$ cat config.mk
export PLATFORM = sky130hd
export DESIGN_NAME = next_address_control
export DESIGN_NICKNAME = d
export VERILOG_FILES = /design/src/rtl/next_address_control.sv
export SDC_FILE = /design/constraint.sdc
export NUM_CORES = 1
export LEC_CHECK = 0
export ABC_AREA = 1
export BUFFER_PORTS_ARGS = -buffer_cell sky130_fd_sc_hd__clkbuf_2
export CORE_MARGIN = 2
export CORE_UTILIZATION = 35
export DETAILED_ROUTE_END_ITERATION = 8
export GPL_TIMING_DRIVEN = 0
export SLEW_MARGIN = 20
export SYNTH_ARGS = -nofsm -noshare
export SYNTH_HDL_FRONTEND = slang
export SYNTH_SLANG_ARGS = --single-unit
$ cat constraint.sdc
create_clock -name clock -period 2.1 [get_ports clock]
set_clock_uncertainty 0.05 [all_clocks]
set_input_delay 0.315 -clock clock [delete_from_list [all_inputs] [get_ports clock]]
set_output_delay 0.315 -clock clock [all_outputs]
set_load 0.1 [all_outputs]
$ cat src/rtl/next_address_control.sv
// Am29811-style next-address controller: pipelines the next-address fields of each microword,
// evaluates the selected test condition, and drives the 4-bit sequencer slice controls.
module next_address_control #(
  parameter int AW = 12,
  parameter int CW = 12
) (
  input  logic          clock,
  input  logic          reset_n,
  input  logic [3:0]    uop,
  input  logic [AW-1:0] uba,
  input  logic [2:0]    cc_sel,
  input  logic          cc_pol,
  input  logic [7:0]    cc_vec,
  input  logic [AW-1:0] map_addr,
  input  logic [AW-1:0] vect_addr,
  input  logic          hold,
  output logic          s1,
  output logic          s0,
  output logic          fe,
  output logic          pup,
  output logic          re,
  output logic          zero,
  output logic          cin,
  output logic [AW-1:0] d_out,
  output logic          ctr_zero,
  output logic          stk_err
);

  typedef enum logic [3:0] {
    OP_JZ   = 4'd0,  OP_CJS  = 4'd1,  OP_JMAP = 4'd2,  OP_CJP  = 4'd3,
    OP_PUSH = 4'd4,  OP_JSRP = 4'd5,  OP_CJV  = 4'd6,  OP_JRP  = 4'd7,
    OP_RFCT = 4'd8,  OP_RPCT = 4'd9,  OP_CRTN = 4'd10, OP_CJPP = 4'd11,
    OP_LDCT = 4'd12, OP_LOOP = 4'd13, OP_CONT = 4'd14, OP_TWB  = 4'd15
  } op_e;

  localparam logic [1:0] SRC_PC = 2'b00;
  localparam logic [1:0] SRC_AR = 2'b01;
  localparam logic [1:0] SRC_ST = 2'b10;
  localparam logic [1:0] SRC_D  = 2'b11;
  localparam logic [2:0] DEPTH_MAX = 3'd4;

  op_e           op_r;
  logic [AW-1:0] ba_r;
  logic [2:0]    sel_r;
  logic          pol_r;
  logic [CW-1:0] ctr_r;
  logic [2:0]    depth_r;
  logic          stk_err_r;

  logic          pass_s;
  logic          ctr_nz_s;
  logic [1:0]    src_s;
  logic          push_s;
  logic          pop_s;
  logic          load_s;
  logic          dec_s;
  logic          clr_depth_s;

  assign pass_s   = cc_vec[sel_r] ^ pol_r;
  assign ctr_nz_s = (ctr_r != {CW{1'b0}});
  assign ctr_zero = ~ctr_nz_s;
  assign stk_err  = stk_err_r;
  assign s1       = src_s[1];
  assign s0       = src_s[0];

  // Opcode decode: source select, stack/counter actions and slice controls
  always_comb begin
    src_s       = SRC_PC;
    fe          = 1'b1;
    pup         = 1'b0;
    re          = 1'b1;
    zero        = 1'b1;
    cin         = 1'b1;
    d_out       = ba_r;
    push_s      = 1'b0;
    pop_s       = 1'b0;
    load_s      = 1'b0;
    dec_s       = 1'b0;
    clr_depth_s = 1'b0;
    case (op_r)
      OP_JZ:   begin zero = 1'b0; clr_depth_s = 1'b1; end
      OP_CJS:  if (pass_s) begin src_s = SRC_D; push_s = 1'b1; end else begin src_s = SRC_PC; end
      OP_JMAP: begin src_s = SRC_D; d_out = map_addr; end
      OP_CJP:  src_s = pass_s ? SRC_D : SRC_PC;
      OP_PUSH: begin push_s = 1'b1; load_s = pass_s; end
      OP_JSRP: begin src_s = pass_s ? SRC_D : SRC_AR; push_s = 1'b1; end
      OP_CJV:  if (pass_s) begin src_s = SRC_D; d_out = vect_addr; end else begin src_s = SRC_PC; end
      OP_JRP:  src_s = pass_s ? SRC_D : SRC_AR;
      OP_RFCT: if (ctr_nz_s) begin src_s = SRC_ST; dec_s = 1'b1; end else begin pop_s = 1'b1; end
      OP_RPCT: if (ctr_nz_s) begin src_s = SRC_D; dec_s = 1'b1; end else begin src_s = SRC_PC; end
      OP_CRTN: if (pass_s) begin src_s = SRC_ST; pop_s = 1'b1; end else begin src_s = SRC_PC; end
      OP_CJPP: if (pass_s) begin src_s = SRC_D; pop_s = 1'b1; end else begin src_s = SRC_PC; end
      OP_LDCT: load_s = 1'b1;
      OP_LOOP: if (pass_s) begin pop_s = 1'b1; end else begin src_s = SRC_ST; end
      OP_CONT: src_s = SRC_PC;
      OP_TWB: begin
        if (pass_s) begin
          pop_s = 1'b1;
        end else if (ctr_nz_s) begin
          src_s = SRC_ST;
          dec_s = 1'b1;
        end else begin
          src_s = SRC_D;
          pop_s = 1'b1;
        end
      end
      default: src_s = SRC_PC;
    endcase
    if (push_s || pop_s) begin
      fe  = 1'b0;
      pup = push_s;
    end else begin
      fe  = 1'b1;
    end
    re = ~load_s;
    // A stall re-fetches the current PC and must leave every piece of state untouched
    if (hold) begin
      src_s       = SRC_PC;
      fe          = 1'b1;
      pup         = 1'b0;
      re          = 1'b1;
      zero        = 1'b1;
      cin         = 1'b0;
      push_s      = 1'b0;
      pop_s       = 1'b0;
      load_s      = 1'b0;
      dec_s       = 1'b0;
      clr_depth_s = 1'b0;
    end else begin
      cin         = 1'b1;
    end
  end

  // Microword pipeline register
  always_ff @(posedge clock or negedge reset_n) begin
    if (!reset_n) begin
      op_r  <= OP_JZ;
      ba_r  <= {AW{1'b0}};
      sel_r <= 3'd0;
      pol_r <= 1'b0;
    end else if (!hold) begin
      op_r  <= op_e'(uop);
      ba_r  <= uba;
      sel_r <= cc_sel;
      pol_r <= cc_pol;
    end
  end

  // Loop counter
  always_ff @(posedge clock or negedge reset_n) begin
    if (!reset_n) begin
      ctr_r <= {CW{1'b0}};
    end else if (load_s) begin
      ctr_r <= ba_r[CW-1:0];
    end else if (dec_s) begin
      ctr_r <= ctr_r - CW'(1'b1);
    end
  end

  // Stack depth tracker with sticky overflow/underflow flag
  always_ff @(posedge clock or negedge reset_n) begin
    if (!reset_n) begin
      depth_r   <= 3'd0;
      stk_err_r <= 1'b0;
    end else if (clr_depth_s) begin
      depth_r <= 3'd0;
    end else if (push_s) begin
      if (depth_r == DEPTH_MAX) stk_err_r <= 1'b1;
      else                      depth_r   <= depth_r + 3'd1;
    end else if (pop_s) begin
      if (depth_r == 3'd0) stk_err_r <= 1'b1;
      else                 depth_r   <= depth_r - 3'd1;
    end
  end

endmodule

==> summary.md <==
| Metric | Value |
|---|---|
| Pleak | 2.04 nW |
| Fillcell total | 664 |
| Dpl cell area | 3150 um2 |
| Met1 usage | a little over a quarter |
| CTS Root Cell | clkbuf_8 |
| Placed cell count | 555 |
| Clk sinks | 36 |
| Worst setup path category | reg2out |
| Antenna-violating nets left | 0 |
| Syn. warnings | 0 |
| Most used routing layer | met2 |
| Share of the synthesized area in the top cell type | 35.5% |
| Worst hold path class | in2async |
| Worst R2R Path Depth | 16 |
| Critical path data arrival time | 2.29 ns |
| CTS Buf Count | 5 |
| Final TNS setup | -7.56 ns |
| Initial DRC Count | 111 |
| Total iterations of the first detailed-routing run | 4 |
| Worst slew pin tran | 0.960 ns |
| Mapped Area | 2540 um2 |
| Max-slew violations | 0 |
| Via-to-Cell Ratio | 4.91 |
| Final nets | 556 |
| Clk buf depth | 2 |
| Fmax | 0.377 GHz |
| H-tree Lvls | 2 |
| Area growth from synthesis to layout | 67.0% |
| Routing usage on met2 | 38.4% |
| Crit end category | primary output |
| R2r setup slk | -0.28 ns |
| Largest cells by area after synthesis | dfrtp_1, nand2_1, o21ai_0, nand3_1, nor2_1 |
| Async set-reset flop share out of synthesis | 100% |
| Vias | a little under 3k |
| Reg area | 903 um2 |
| Top Ports | 76 |
| Die W | just under 90 um |
| Distinct cells, synth | 34 |
| Worst-skew pair later-pin latency | 0.29 ns |
| Startpoint type of the worst setup path | flip-flop |
| Non-filler instance count after layout | between 500 and 600 |
| Final worst slack | -0.553 ns |
| Max VDD drop | ~0.51 mV |
| RePlAce Congestion | approximately 0.86 |
| Most common cell in the netlist | nand2_1 |
| Seq/Total Area, Yosys | a little over a third |
| Aggregate global routing overflow | 0 |
| Post-DP HPWL | ~5300 um |
| Crit Path Max Fanout | 4 |
| Fin. Hold Viols | 0 |
| Status | finished, violations left |
| Crit share post-route | 126% |
| IO Port Bufs | 74 |
| Clock slew at reported path FFs | roughly 0.07 ns |
| Vias in the first global route | 2871 |
| Initial Utilization | 35.6% |
| RSZ-0062 raised after global routing | true |
| Die ar. | 7960 um2 |
| Core area | 7140 um2 |
| Post-layout power | 0.00385 W |
| Synthesized flop and latch total | 36 |
| Area of the multi-input gates | about 1800 um2 |
| N_diodes | 0 |
| Initial antenna violation count | 0 |
| Post-Synthesis Cells | 382 |
| Share of layout cells above drive strength 1 | between 40% and 50% |
| Max-slew headroom at the worst pin | 36.0% |
| Syn_nets | approximately 440 |
| Power Density | 907 nW/um2 |
| Max_cap viols | 0 |
| Final min period | 2.65 ns |
| Post-Route WL | 8480 um |
| Main synth FF type | dfrtp_1 |
| TritonCTS clock tree | built |
| EDFF count, synth | 0 |
| Violated checks | setup timing |
| Largest net degree at the start of global routing | 37 |
| Synth cell count leaders | nand2_1, dfrtp_1, nor2_1, o21ai_0, inv_1 |
| Reg2Reg Launch Point | sel_r[0] |
| Reg2reg end | depth_r[2] |
| Largest area contributor in the synthesized netlist | dfrtp_1 |
| Final setup violation count | 29 |
| Gr usage total | 21.6% |
| Met3 Use GR | 3.97% |
| Fin area | 4240 um2 |
| DRC Markers | 0 |
| First-pass GRT wire length | ~13000 um |
| Avg Inst Size Synth | 6.65 um2 |
| Place WS | -0.591 ns |
| Wirelength per Cell | 14.2 um |
| Std cell rows | 31 |
| Die height | 89.2 um |
| Critical Path RT | ~1.7 ns |
==> metal layers <==
metal | vias to the layer above | routed length (um)
li1 | 1463 | -
met3 | 12 | 447
met5 | - | 0
met2 | 85 | 4410
met1 | 1379 | 3500
met4 | 0 | 122
==> sequential cells by signal (all words and copies together), names as in the netlist <==
name     cells
op_r         4
depth_r      3
sel_r        3
stk_err      1
ctr_r       12
pol_r        1
ba_r        12
==> worst max-delay path by stage <==
stage,start,endpoint,slack (ns),depth (start not counted)
floorplan,ctr_r[0],s0,-1.0,10
global placement,op_r[1],d_out[5],-0.58,8
detailed placement,op_r[1],d_out[5],-0.59,8
CTS,ctr_r[0],s0,-0.46,11
global route,ctr_r[2],s0,-0.67,10
finish,ctr_r[3],s0,-0.55,10
==> repair_timing <==
item | 4_1_cts | 5_1_grt
pin swaps | 26 | 34
setup endpoints to repair | 21 | 34
hold buffers | 0 | 0
buffers inserted | 14 | 17
cloned | 3 | 5
gates resized for setup | 107 | 53
==> cell usage in the layout (no fill, tap or decap), types with 8 or more instances in the layout <==
cell type and instances:
buf_4 18, buf_6 9, clkbuf_16 11, clkbuf_2 56, clkbuf_8 19, dfrtp_1 34
inv_1 18, nand2_1 134, nand2_2 19, nand2_4 8, nand3_1 14, nand3_2 8
nor2_1 23, o211ai_1 11, o21ai_0 14, o21ai_2 15
==> critical path, cell delays in order (launching register included) <==
cell and delay [ns]:
dfrtp_1 0.43, nor2_2 0.16, nand2_1 0.10, nor2_2 0.10
nand2_2 0.08, nor2_4 0.15, nand2_2 0.10, nor3_4 0.24
nand4_1 0.18, a41oi_4 0.20, clkbuf_16 0.24
==> power breakdown <==
part           switching (W)  internal, W  leakage, nW
Sequential          0.000194     0.000854        0.443
Combinational        0.00133     0.000918         1.54
Clock               0.000267     0.000293       0.0503
==> final cells by class <==
type,count,share of cell area (%)
multi-input combinational,303,43.3
sequential,36,21.3
buffer,13,3.30
clock buffer,7,2.27
tap,99,2.92
timing repair inverter,2,0.413
timing repair buffer,107,22.8
inverter,31,3.74
==> through the flow <==
stage | hold slack, ns | util (%)
after floorplan | -0.0306 | -
after global placement | 0.412 | 44.2
after detailed placement | 0.416 | 44.2
after CTS | 0.153 | 54.4
after global routing | 0.171 | 59.5
final | 0.107 | 59.5
==> cells by family (layout without fill, tap and decap cells) <==
| logic type | after synthesis | in the layout | synth area share, % |
|---|---|---|---|
| XOR/XNOR | 9 | 9 | 3.10 |
| buffers and inverters | 44 | 160 | 7.58 |
| AO/OA/AOI/OAI | 56 | 56 | 12.8 |
| AND/OR/NAND/NOR | 235 | 236 | 39.8 |
| flip-flops | 36 | 36 | 35.5 |
| adder cells (fa/ha/maj) | 2 | 2 | 1.28 |
Note: power is estimated with default switching activity, not from simulation.
